`src/rtl/tx_bit_serializer_if.sv`:
```
// Byte-stream handshake from the TX packet builders into the bit serializer.
// Master drives the byte, slave answers with ready.
interface tx_bit_serializer_if;
  logic       sop;
  logic       eop;
  logic       valid;
  logic       ready;
  logic [7:0] data;

  modport master (
    output sop, eop, valid, data,
    input  ready
  );

  modport slave (
    input  sop, eop, valid, data,
    output ready
  );
endinterface

```
`src/rtl/tx_bit_serializer.sv`:
```
// USB TX serializer: SYNC, LSB-first data with bit stuffing, then SE0/SE0/J.
// One bit period lasts BIT_DIV clocks; outputs change only on bit_en cycles.
module tx_bit_serializer #(
  parameter int         BIT_DIV   = 4,
  parameter logic [7:0] SYNC_BYTE = 8'h80
) (
  input  logic              clk,
  input  logic              rst,
  tx_bit_serializer_if.slave tx_to,
  output logic              tx_bit,
  output logic              tx_se0,
  output logic              tx_bit_en,
  output logic              tx_active,
  output logic              tx_underrun,
  output logic              tx_drop
);

  localparam int DW = (BIT_DIV > 1) ? $clog2(BIT_DIV) : 1;
  localparam logic [DW-1:0] DMAX = DW'(BIT_DIV - 1);
  localparam logic [DW-1:0] DPRE = (BIT_DIV > 1) ? DW'(BIT_DIV - 2) : '0;

  typedef enum logic [1:0] {
    S_IDLE,
    S_SYNC,
    S_DATA,
    S_EOP
  } state_t;

  state_t        r_state;
  logic [DW-1:0] r_div;
  logic [2:0]    r_idx;
  logic [2:0]    r_ones;
  logic [1:0]    r_eopc;
  logic          r_stuff;
  logic          r_staged;
  logic [7:0]    r_hdata;
  logic          r_heop;
  logic          r_hsop;
  logic          r_hfull;
  logic [7:0]    r_shreg;
  logic          r_ceop;
  logic          r_bit;
  logic          r_se0;
  logic          r_en;
  logic          r_act;
  logic          r_ur;
  logic          r_drop;

  logic       w_ready;
  logic       w_acc;
  logic       w_end;
  logic       w_pre;
  logic       w_last;
  logic [2:0] w_idx_n;
  logic [2:0] w_ones_n;
  logic [7:0] w_nb;
  logic       w_nb_eop;
  logic       w_more;
  logic       w_stage;

  assign w_ready  = !r_hfull && (r_state != S_EOP);
  assign w_acc    = tx_to.valid && w_ready;
  assign w_end    = r_act && (r_div == DMAX);
  assign w_pre    = (BIT_DIV > 1) && r_act && (r_div == DPRE);
  assign w_last   = (r_idx == 3'd7);
  assign w_idx_n  = r_idx + 3'd1;
  assign w_ones_n = r_bit ? r_ones + 3'd1 : 3'd0;
  assign w_nb     = r_staged ? r_shreg : r_hdata;
  assign w_nb_eop = r_staged ? r_ceop : r_heop;
  assign w_more   = r_staged || (r_hfull && !r_ceop);

  // Pull the next byte into the shifter one clock before the period ends,
  // so the upstream sees ready during the final clock of that period.
  assign w_stage = w_pre && r_hfull && !r_staged && !r_stuff && w_last &&
                   ((r_state == S_SYNC) ||
                    ((r_state == S_DATA) && !r_ceop));

  assign tx_to.ready = w_ready;
  assign tx_bit      = r_bit;
  assign tx_se0      = r_se0;
  assign tx_bit_en   = r_en;
  assign tx_active   = r_act;
  assign tx_underrun = r_ur;
  assign tx_drop     = r_drop;

  always_ff @(posedge clk) begin
    if (rst) begin
      r_state  <= S_IDLE;
      r_div    <= '0;
      r_idx    <= '0;
      r_ones   <= '0;
      r_eopc   <= '0;
      r_stuff  <= 1'b0;
      r_staged <= 1'b0;
      r_hdata  <= '0;
      r_heop   <= 1'b0;
      r_hsop   <= 1'b0;
      r_hfull  <= 1'b0;
      r_shreg  <= '0;
      r_ceop   <= 1'b0;
      r_bit    <= 1'b1;
      r_se0    <= 1'b0;
      r_en     <= 1'b0;
      r_act    <= 1'b0;
      r_ur     <= 1'b0;
      r_drop   <= 1'b0;
    end else begin
      r_en   <= 1'b0;
      r_ur   <= 1'b0;
      r_drop <= 1'b0;
      if (w_acc) begin
        if ((r_state == S_IDLE) && !tx_to.sop) begin
          r_drop <= 1'b1;
        end else begin
          r_hdata <= tx_to.data;
          r_heop  <= tx_to.eop;
          r_hsop  <= tx_to.sop;
          r_hfull <= 1'b1;
        end
      end
      if (r_act) r_div <= w_end ? '0 : r_div + DW'(1);
      if (w_stage) begin
        r_shreg  <= r_hdata;
        r_ceop   <= r_heop;
        r_hfull  <= 1'b0;
        r_staged <= 1'b1;
      end
      unique case (r_state)
        S_IDLE: begin
          if ((w_acc && tx_to.sop) || (r_hfull && r_hsop)) begin
            r_state  <= S_SYNC;
            r_act    <= 1'b1;
            r_en     <= 1'b1;
            r_div    <= '0;
            r_bit    <= SYNC_BYTE[0];
            r_se0    <= 1'b0;
            r_idx    <= '0;
            r_ones   <= '0;
            r_stuff  <= 1'b0;
            r_staged <= 1'b0;
          end else if (r_hfull) begin
            r_hfull <= 1'b0;
            r_drop  <= 1'b1;
          end
        end
        S_SYNC: begin
          if (w_end) begin
            r_en   <= 1'b1;
            r_ones <= w_ones_n;
            if (!w_last) begin
              r_idx <= w_idx_n;
              r_bit <= SYNC_BYTE[w_idx_n];
            end else begin
              r_state  <= S_DATA;
              r_idx    <= '0;
              r_bit    <= w_nb[0];
              r_shreg  <= w_nb;
              r_ceop   <= w_nb_eop;
              r_staged <= 1'b0;
              if (!r_staged) r_hfull <= 1'b0;
            end
          end
        end
        S_DATA: begin
          if (w_end) begin
            r_en <= 1'b1;
            if (w_ones_n == 3'd6) begin
              // Stuffed zero: the data position holds still.
              r_stuff <= 1'b1;
              r_bit   <= 1'b0;
              r_ones  <= '0;
            end else if (!w_last) begin
              r_stuff <= 1'b0;
              r_ones  <= w_ones_n;
              r_idx   <= w_idx_n;
              r_bit   <= r_shreg[w_idx_n];
            end else if (w_more) begin
              r_stuff  <= 1'b0;
              r_ones   <= w_ones_n;
              r_idx    <= '0;
              r_bit    <= w_nb[0];
              r_shreg  <= w_nb;
              r_ceop   <= w_nb_eop;
              r_staged <= 1'b0;
              if (!r_staged) r_hfull <= 1'b0;
            end else begin
              r_state <= S_EOP;
              r_stuff <= 1'b0;
              r_ones  <= '0;
              r_eopc  <= '0;
              r_se0   <= 1'b1;
              r_bit   <= 1'b0;
              r_ur    <= !r_ceop;
            end
          end
        end
        S_EOP: begin
          if (w_end) begin
            r_eopc <= r_eopc + 2'd1;
            if (r_eopc == 2'd2) begin
              r_state <= S_IDLE;
              r_act   <= 1'b0;
              r_div   <= '0;
              r_eopc  <= '0;
            end else begin
              r_en <= 1'b1;
              if (r_eopc == 2'd1) begin
                r_se0 <= 1'b0;
                r_bit <= 1'b1;
              end
            end
          end
        end
        default: r_state <= S_IDLE;
      endcase
    end
  end

endmodule

```
`src/flat_wrapper.sv`:
```
// flat-port wrapper written by rule: the top's interface ports become plain ports
module tx_bit_serializer_flat 
#(
  parameter int         BIT_DIV   = 4,
  parameter logic [7:0] SYNC_BYTE = 8'h80
)
  (clk, rst, tx_bit, tx_se0, tx_bit_en, tx_active, tx_underrun, tx_drop, tx_to_sop, tx_to_eop, tx_to_valid, tx_to_data, tx_to_ready);
  tx_bit_serializer_if tx_to_i ();
  input  logic clk;
  input  logic rst;
  output logic tx_bit;
  output logic tx_se0;
  output logic tx_bit_en;
  output logic tx_active;
  output logic tx_underrun;
  output logic tx_drop;
  input wire logic [$bits(tx_to_i.sop)-1:0] tx_to_sop;
  input wire logic [$bits(tx_to_i.eop)-1:0] tx_to_eop;
  input wire logic [$bits(tx_to_i.valid)-1:0] tx_to_valid;
  input wire logic [$bits(tx_to_i.data)-1:0] tx_to_data;
  output wire logic [$bits(tx_to_i.ready)-1:0] tx_to_ready;
  assign tx_to_i.sop = tx_to_sop;
  assign tx_to_i.eop = tx_to_eop;
  assign tx_to_i.valid = tx_to_valid;
  assign tx_to_i.data = tx_to_data;
  assign tx_to_ready = tx_to_i.ready;
  tx_bit_serializer #(.BIT_DIV(BIT_DIV), .SYNC_BYTE(SYNC_BYTE)) u_core (.clk(clk), .rst(rst), .tx_to(tx_to_i), .tx_bit(tx_bit), .tx_se0(tx_se0), .tx_bit_en(tx_bit_en), .tx_active(tx_active), .tx_underrun(tx_underrun), .tx_drop(tx_drop));
endmodule
```
`config.mk`:
```
export PLATFORM = sky130hd
export DESIGN_NAME = tx_bit_serializer_flat
export DESIGN_NICKNAME = d
export VERILOG_FILES = /design/src/rtl/tx_bit_serializer_if.sv /design/src/rtl/tx_bit_serializer.sv /design/src/flat_wrapper.sv
export SDC_FILE = /design/constraint.sdc
export NUM_CORES = 1
export LEC_CHECK = 0
export ABC_AREA = 1
export BUFFER_PORTS_ARGS = -buffer_cell sky130_fd_sc_hd__buf_2
export CAP_MARGIN = 10
export CORE_MARGIN = 3
export CORE_UTILIZATION = 56
export CTS_BUF_LIST = sky130_fd_sc_hd__clkbuf_16
export DETAILED_ROUTE_END_ITERATION = 6
export GPL_TIMING_DRIVEN = 0
export PLACE_DENSITY = 0.73
export SLEW_MARGIN = 30
export SYNTH_ARGS = -nofsm -noshare
export SYNTH_HDL_FRONTEND = slang
export SYNTH_SLANG_ARGS = --single-unit
```
`constraint.sdc`:
```
create_clock -name clk -period 4 [get_ports clk]
set_input_delay 0.8 -clock clk [delete_from_list [all_inputs] [get_ports clk]]
set_output_delay 0.8 -clock clk [all_outputs]
set_load 0.02 [all_outputs]
```
==> results of run 1 <==
sequential cells by signal (all words and copies together) (netlist names):
| register | count |
|---|---|
| u_core.r_hdata | 8 |
| u_core.r_shreg | 8 |
| u_core.r_idx | 3 |
| u_core.r_ones | 3 |
| u_core.r_div | 2 |
| u_core.r_eopc | 2 |
| u_core.r_state | 2 |
| u_core.r_ceop | 1 |
| u_core.r_heop | 1 |
| u_core.r_hfull | 1 |
| u_core.r_hsop | 1 |
| u_core.r_staged | 1 |
| u_core.r_stuff | 1 |
| u_core.tx_active | 1 |
| u_core.tx_bit | 1 |
| u_core.tx_bit_en | 1 |
| u_core.tx_drop | 1 |
| u_core.tx_se0 | 1 |
| u_core.tx_underrun | 1 |
cells by family (layout without fill, tap and decap cells):
group / count (synthesis) / in the layout / share of synthesized area (%)
compound gates: 85 / 85 / 20.7
simple gates: 166 / 166 / 31.1
fa+ha+maj: 13 / 13 / 6.61
buf+inv: 53 / 79 / 9.05
flops: 40 / 40 / 32.6
worst max-delay path: stages (launching register included):
cell     delay (ns)
dfxtp_1        0.44
ha_1           0.40
nor2_2         0.08
buf_2          0.17
path summary, 6_finish.rpt:
check	endpoint	depth (start not counted)	start	slack (ns)
setup / recovery	tx_to_ready	3	u_core.r_state[0]	1.83
hold / removal	u_core.r_hsop	2	u_core.r_hsop	0.47
setup reg to reg	u_core.r_shreg[2]	7	u_core.r_state[0]	1.89
hold reg to reg	u_core.r_hsop	2	u_core.r_hsop	0.47
synthesized netlist by cell type:
cell type,instances
buf_2,4
a31oi_1,2
nand2_4,1
nor3_2,2
o21ai_1,3
buf_6,2
nor3b_1,1
o21a_1,1
nor3_1,6
o21bai_1,1
nor2_4,1
ha_1,13
inv_2,2
nor2_2,1
buf_1,2
a211oi_1,1
inv_1,39
nand3b_1,2
nand2_1,73
nand2_2,5
clkbuf_1,3
buf_4,1
nand3_1,26
o21ai_0,35
nor2_1,41
a21oi_2,10
dfxtp_1,40
a21oi_1,22
nand3_4,2
o211ai_1,1
nand4_1,3
nand3_2,2
o21ai_2,9
layout make-up:
class	instances	area (um^2)	area share [%]
Clock buffer	5	125	4.50
Timing Repair Buffer	18	90.1	3.24
Buffer	12	68.8	2.48
Inverter	41	154	5.54
Clock inverter	3	42.5	1.53
Sequential cell	40	801	28.8
Multi-Input combinational cell	264	1440	51.7
Tap cell	50	62.6	2.25
per-stage QoR:
| stage | total power, W | utilization [%] |
|---|---|---|
| floorplan | 0.00104 | - |
| global placement | 0.00119 | 63.5 |
| CTS | 0.00166 | 67.6 |
| global route | 0.00178 | 67.6 |
| detailed placement | 0.00120 | 63.5 |
| finish | 0.00166 | 67.6 |
layer usage:
| metal | GRT usage, % | up-vias |
|---|---|---|
| met5 | 0 | - |
| met4 | 7.93 | 0 |
| met3 | 4.99 | 7 |
| met2 | 35.4 | 82 |
| met1 | 35.0 | 1075 |
| li1 | - | 1226 |
power breakdown:
| part | switching, W | internal (W) |
|---|---|---|
| registers | 0.0000566 | 0.000471 |
| logic | 0.000455 | 0.000225 |
| clock network | 0.000163 | 0.000293 |
| total | 0.000674 | 0.000989 |
==> impl_metrics.tcl, run 1 <==
set metrics [dict create \
    syn_area_per_cell_um2 6.89 \
    tightest_slew_ns 0.709 \
    drc 0 \
    grt_max_degree 14 \
    drtAntennaViolNets 0 \
    yosysTopAreaCell "dfxtp_1" \
    min_period_ns 2.17 \
    ys_ff_latch 40 \
    area_delta_synth_final_pct 13.0 \
    cts_tree "yes" \
    finalNonFillerCells 433 \
    fin_tns_setup_ns 0 \
    clkSinkCount 40 \
    cp-start-kind "flip-flop" \
    final_cell_mix "73 x nand2_1, 41 x nor2_1, 40 x dfxtp_1" \
    cts-buffers-inserted 5 \
    rsz0062_at_grt "no" \
    grt_first_pass_wirelength_mm 9.94 \
    htreeDepth 2 \
    cts_resized 0 \
    cts_hold_buf 0 \
    globalplace.congestion 0.906 \
    yosysWarnings 0 \
    dpl.hpwl_mm 4.28 \
    drt-total-wl_mm 5.88 \
    path_class "flip-flop to output pin" \
    wl_met1_mm 2.88 \
    clk_pin_slew_worst_paths_ns 0.06 \
    status "finished, final reports clean" \
    die_area_um2 5220 \
    antenna_found_initial 0 \
    p_leak_nw 1.19 \
    ys_seq_area_share_pct 32.6 \
    netlist_area_um2 2460 \
    placed_area_um2 2610 \
    via_count 2390 \
    syn_nets 383 \
    cp-end-kind "output pin" \
    layout_commonest_cell "nand2_1" \
    diodes 0 \
    cap_violations 0 \
    ys_top_cells_by_area "dfxtp_1 33%, nand2_1 11%, o21ai_0 7.1%" \
    wl_met2_mm 2.54 \
    synth_top_area_share_pct 32.6 \
    finish.net_count 408 \
    crit_fanout 8 \
    syn_inst 357 \
    dp_slack_ns 1.96 \
    dpl.cell_count 425 \
    clockBufferDepth 2 \
    stdcell_area_um2 2780 \
    fin_ws_ns 1.83 \
    critPathRequiredTime_ns 3.20 \
    holdWs_ns 0.472 \
    track_usage_pct 24.1 \
    fin_crit_sh_pct 54.2 \
    dr.pass1.iters 4 \
    core_region_area_um2 4120 \
    first_global_vias 2155 \
    hold_path.class "flip-flop to flip-flop" \
    setup_viol 0 \
    slew_viol_final 0 \
    highest_layer "met4" \
    row_count 23 \
    max_clock_freq_mhz 461 \
    via_per_inst 5.52 \
    worstPathArrival_ns 1.37 \
    ios 20 \
    die_h_um 72.3 \
    finalHoldViolations 0 \
    clockRootBuffer "clkbuf_16" \
    overflow 0 \
    fillers 366 \
    wl_per_cell_um 13.6 \
    dieWidth_um 72.3 \
    peakVddDrop_v 0.000401 \
    wl_met3_um 396 \
    initial_core_util_pct 59.8 \
    clock_latency_ns 0.28 \
    yosysUniqueCellTypes 33 \
    slew_headroom_pct 52.8 \
    post_cts_buffers 0 \
    power_density_nw_per_um2 598 \
    drt_iter0_drc 210 \
    drive_gt1_share_pct 17.8 \
    fin_worst_skew_ns 0.00334 \
    io_buffer_count 18 \
]
No activity file was read; power rests on OpenSTA's default activity.
==> inputs of run 2 (changes only) <==
==> constraint.sdc (replaced) <==
create_clock -name clk -period 2.2 [get_ports clk]
set_input_delay 0.44 -clock clk [delete_from_list [all_inputs] [get_ports clk]]
set_output_delay 0.44 -clock clk [all_outputs]
set_load 0.02 [all_outputs]
==> impl_metrics.tcl, run 2 (synthesis results as in run 1) <==
set metrics [dict create \
    cpMaxStageDelayCell "dfxtp_1" \
    area_delta_synth_final_pct 13.1 \
    cts-buffers-inserted 5 \
    cts_tree "yes" \
    dpl.cell_count 425 \
    finish.net_count 408 \
    power_density_nw_per_um2 1090 \
    drt_iter0_drc 210 \
    crit_fanout 9 \
    via_count 2394 \
    tightest_slew_ns 0.709 \
    row_count 23 \
    layout_commonest_cell "nand2_1" \
    clock_latency_ns 0.28 \
    grt_max_degree 14 \
    max_clock_freq_mhz 513 \
    drc 0 \
    drtAntennaViolNets 0 \
    drt-total-wl_mm 5.90 \
    overflow 0 \
    ios 20 \
    postLayoutCoreUtil_pct 67.6 \
    min_period_ns 1.95 \
    fin_tns_setup_ns 0 \
    multi_input_area_um2 1440 \
    htreeDepth 2 \
    hold_path.class "input pin to flip-flop" \
    cp-start-kind "flip-flop" \
    drive_gt1_share_pct 18.0 \
    final_cell_mix "73 x nand2_1, 40 x nor2_1, 40 x dfxtp_1" \
    wl_per_cell_um 13.6 \
    io_buffer_count 18 \
    finalNonFillerCells 433 \
    track_usage_pct 24.1 \
    slew_headroom_pct 52.8 \
    clkSinkCount 40 \
    clockBufferDepth 2 \
    path_class "flip-flop to flip-flop" \
    fillers 366 \
    diodes 0 \
    top_regs "u_core.r_hdata: 8 flops, u_core.r_shreg: 8 flops" \
    globalplace.congestion 0.906 \
    p_leak_nw 1.19 \
    cpLargestDelayFamily "adder cells" \
    rsz0062_at_grt "no" \
    die_area_um2 5220 \
    regArea_um2 801 \
    post_cts_buffers 0 \
    cp-end-kind "flip-flop" \
    setup_viol 0 \
    clk_pin_slew_worst_paths_ns 0.06 \
    worstPathArrival_ns 2.09 \
    path_buf_inv 2 \
    clockRootBuffer "clkbuf_16" \
    first_global_vias 2155 \
    die_h_um 72.3 \
    dpl.hpwl_mm 4.28 \
    status "finished, final reports clean" \
    via_per_inst 5.53 \
    cap_violations 0 \
    core_region_area_um2 4120 \
    fin_worst_skew_ns 0.00433 \
    critPathRequiredTime_ns 2.34 \
    peakVddDrop_v 0.000729 \
    cp_cell_sequence "ha_1 > ha_1 > inv_1 > o21ai_1 > inv_1 > nor2_1 > nand2_2 > nand2_1 > a21oi_2" \
    finalHoldViolations 0 \
    dieWidth_um 72.3 \
    slowest_delay_ns 0.44 \
    grt_first_pass_wirelength_mm 9.94 \
    fin_crit_sh_pct 88.6 \
    initial_core_util_pct 59.8 \
    cts_hold_buf 0 \
    antenna_found_initial 0 \
    slew_viol_final 0 \
    dr.pass1.iters 5 \
]
-- run 2: worst reg2reg max path, cell delays in order (launching register included) --
cell	delay (ns)
dfxtp_1	0.44
ha_1	0.19
ha_1	0.28
inv_1	0.15
o21ai_1	0.24
inv_1	0.08
nor2_1	0.12
nand2_2	0.15
nand2_1	0.11
a21oi_2	0.05
-- run 2: metal layers --
metal	up-vias	global-route usage, %	part of all wire (%)
met5	-	0	0
met4	0	7.93	1.4
met3	8	4.99	6.2
met2	87	35.4	43
met1	1072	35.0	49
li1	1227	-	-
-- run 2: stage by stage --
step | setup slack [ns] | power [W] | hold slack (ns) | cell area, um^2
2_1_floorplan | 0.526 | 0.00190 | 0.440 | 2460
3_3_place_gp | 0.178 | 0.00217 | 0.456 | 2610
3_5_place_dp | 0.155 | 0.00219 | 0.464 | 2610
4_1_cts | 0.131 | 0.00302 | 0.434 | 2780
5_1_grt | 0.119 | 0.00325 | 0.456 | 2780
6_report | 0.251 | 0.00302 | 0.438 | 2780
-- run 2: area by class of cell --
type | count | area share, %
buffer | 12 | 2.47
clock buffer | 5 | 4.50
clock inverter | 3 | 1.53
inverter | 41 | 5.53
multi-input combinational | 264 | 51.7
sequential | 40 | 28.8
tap | 50 | 2.25
timing repair buffer | 18 | 3.24
-- run 2: timing repair --
action,4_1_cts,5_1_grt
hold endpoints to repair,0,0
endpoints found under the setup margin,0,5
gates resized for setup,0,1
-- run 2: final timing paths --
| check | startpoint | endpoint | slack [ns] | cells after the start |
|---|---|---|---|---|
| setup / recovery | u_core.r_idx[0] | u_core.r_ceop | 0.25 | 9 |
| hold / removal | tx_to_data[2] | u_core.r_hdata[2] | 0.44 | 3 |
| setup reg to reg | u_core.r_idx[0] | u_core.r_ceop | 0.25 | 9 |
| hold reg to reg | u_core.r_hsop | u_core.r_hsop | 0.47 | 2 |
-- run 2: power breakdown --
| group | total [W] | switching [W] | internal (W) | leakage [nW] |
|---|---|---|---|---|
| Clock | 0.000828 | 0.000295 | 0.000533 | 0.0798 |
| Combinational | 0.00124 | 0.000827 | 0.000409 | 0.787 |
| Sequential | 0.000960 | 0.000103 | 0.000857 | 0.327 |
| Total | 0.00302 | 0.00123 | 0.00180 | 1.19 |
==> inputs of run 3 (changes only) <==
--- a/config.mk
+++ b/config.mk
@@ -10,10 +10,10 @@
 export CAP_MARGIN = 10
 export CORE_MARGIN = 3
 export CORE_UTILIZATION = 56
-export CTS_BUF_LIST = sky130_fd_sc_hd__clkbuf_16
 export DETAILED_ROUTE_END_ITERATION = 6
 export GPL_TIMING_DRIVEN = 0
 export PLACE_DENSITY = 0.73
+export RECOVER_POWER = 50
 export SLEW_MARGIN = 30
 export SYNTH_ARGS = -nofsm -noshare
 export SYNTH_HDL_FRONTEND = slang
==> impl_metrics.tcl, run 3 (synthesis results as in run 1) <==
set metrics [dict create \
    cts-buffers-inserted 5 \
    cp-start-kind "flip-flop" \
    p_comb_share_pct 43.5 \
    cpLargestDelayFamily "adder cells" \
    finish.net_count 408 \
    cp-end-kind "flip-flop" \
    track_usage_pct 23.9 \
    wl_per_cell_um 13.5 \
    area_delta_synth_final_pct 9.66 \
    min_period_ns 1.95 \
    clockRootBuffer "clkbuf_8" \
    tightest_slew_ns 0.731 \
    postLayoutCoreUtil_pct 65.6 \
    slowest_delay_ns 0.44 \
    cap_violations 0 \
    crit_path_start "u_core.r_idx[0]" \
    drt_iter0_drc 197 \
    fin_tns_setup_ns 0 \
    p_leak_nw 1.14 \
    clock_latency_ns 0.29 \
    status "finished, final reports clean" \
    fin_worst_skew_ns 0.00479 \
    crit_fanout 9 \
    die_h_um 72.3 \
    top_regs "u_core.r_hdata: 8 flops, u_core.r_shreg: 8 flops" \
    peakVddDrop_v 0.000678 \
    path_class "flip-flop to flip-flop" \
    p_sw_w 0.00120 \
    dpl.hpwl_mm 4.28 \
    switching_share_pct 43.1 \
    row_count 23 \
    diodes 0 \
    ios 20 \
    p_seq_share_pct 34.5 \
    drc 0 \
    path_buf_inv 2 \
    p_clk_share_pct 22.0 \
    first_global_vias 2168 \
    globalplace.congestion 0.906 \
    cts_tree "yes" \
    antenna_found_initial 0 \
    layout_commonest_cell "nand2_1" \
    fin_crit_sh_pct 88.6 \
    grt_first_pass_wirelength_mm 9.94 \
    crit_end "u_core.r_ceop" \
    initial_core_util_pct 59.8 \
    slew_headroom_pct 51.3 \
    clkSinkCount 40 \
    cp_cell_sequence "ha_1 > ha_1 > inv_1 > o21ai_1 > inv_1 > nor2_1 > nand2_2 > nand2_1 > a21oi_2" \
    die_area_um2 5220 \
    hold_path.class "input pin to flip-flop" \
    r2r_cells 9 \
    cpMaxStageDelayCell "dfxtp_1" \
    via_per_inst 5.47 \
    rsz0062_at_grt "no" \
    clk_pin_slew_worst_paths_ns 0.08 \
    crit_cells 9 \
    r2r-end "u_core.r_ceop" \
    worstPathArrival_ns 2.11 \
    io_buffer_count 18 \
    final_cell_mix "74 x nand2_1, 41 x nor2_1, 40 x inv_1, 40 x dfxtp_1, 35 x o21ai_0" \
    core_region_area_um2 4120 \
    reg2reg_from "u_core.r_idx[0]" \
    drive_gt1_share_pct 14.9 \
    critPathRequiredTime_ns 2.36 \
    dr.pass1.iters 7 \
    r2r_setup_slack_ns 0.25 \
    power_density_nw_per_um2 1030 \
    grt_max_degree 14 \
    drt-total-wl_mm 5.83 \
    power.internal_w 0.00158 \
    max_clock_freq_mhz 513 \
    clockBufferDepth 2 \
    via_count 2367 \
    finalHoldViolations 0 \
    htreeDepth 2 \
    finalNonFillerCells 433 \
    dieWidth_um 72.3 \
    overflow 0 \
    drtAntennaViolNets 0 \
    setup_viol 0 \
    dpl.cell_count 425 \
    slew_viol_final 0 \
]
==> run 3: through the flow <==
step                      hold slack [ns]  power (W)  worst slack, ns  cell area [um^2]
after floorplan                     0.440    0.00190            0.526              2460
after global placement              0.456    0.00217            0.178              2610
after detailed placement            0.464    0.00219            0.155              2610
after CTS                           0.416    0.00280            0.127              2720
after global routing                0.432    0.00299            0.111              2700
final                               0.420    0.00278            0.251              2700
==> run 3: layout make-up <==
type / count / area [um^2]
Multi-Input combinational cell: 264 / 1420
Fill cell: 381 / 1420
Sequential cell: 40 / 801
Inverter: 41 / 154
Timing Repair Buffer: 18 / 82.6
Clock buffer: 5 / 68.8
Buffer: 12 / 67.6
Tap cell: 50 / 62.6
Clock inverter: 3 / 42.5
==> run 3: worst min-delay path by stage <==
| stage | startpoint | to | slack, ns | cells after the start |
|---|---|---|---|---|
| 6_report | tx_to_data[5] | u_core.r_hdata[5] | 0.42 | 3 |
| 5_1_grt | rst | u_core.r_shreg[1] | 0.43 | 2 |
| 2_1_floorplan | u_core.r_hsop | u_core.r_hsop | 0.44 | 2 |
| 3_5_place_dp | u_core.r_hsop | u_core.r_hsop | 0.46 | 2 |
| 3_3_place_gp | u_core.r_hsop | u_core.r_hsop | 0.46 | 2 |
| 4_1_cts | tx_to_data[2] | u_core.r_hdata[2] | 0.42 | 3 |
==> run 3: layer usage <==
metal | vias to the layer above | part of all wire, % | global-route usage, %
met5 | - | 0 | 0
met4 | 0 | 1.0 | 7.10
met2 | 88 | 43 | 35.6
met1 | 1048 | 48 | 34.5
li1 | 1224 | - | -
met3 | 7 | 7.5 | 5.26
==> run 3: what timing repair did <==
item | 4_1_cts | 5_1_grt
gates resized for setup | 0 | 1
setup endpoints to repair | 0 | 5
hold buffers | 0 | 0
buffers inserted | 0 | 0
hold endpoints to repair | 0 | 0
==> run 3: tightest hold or removal path, cell delays in order <==
cell	delay [ns]
buf_2	0.07
o21ai_0	0.07
a21oi_1	0.10
==> run 3: power groups by stage <==
| stage | Clock [W] | Combinational (W) | Sequential (W) |
|---|---|---|---|
| floorplan | 0 | 0.000907 | 0.000991 |
| detailed placement | 0 | 0.00122 | 0.000974 |
| global route | 0.000653 | 0.00136 | 0.000975 |
| finish | 0.000612 | 0.00121 | 0.000958 |
| global placement | 0 | 0.00120 | 0.000971 |
| CTS | 0.000617 | 0.00122 | 0.000958 |
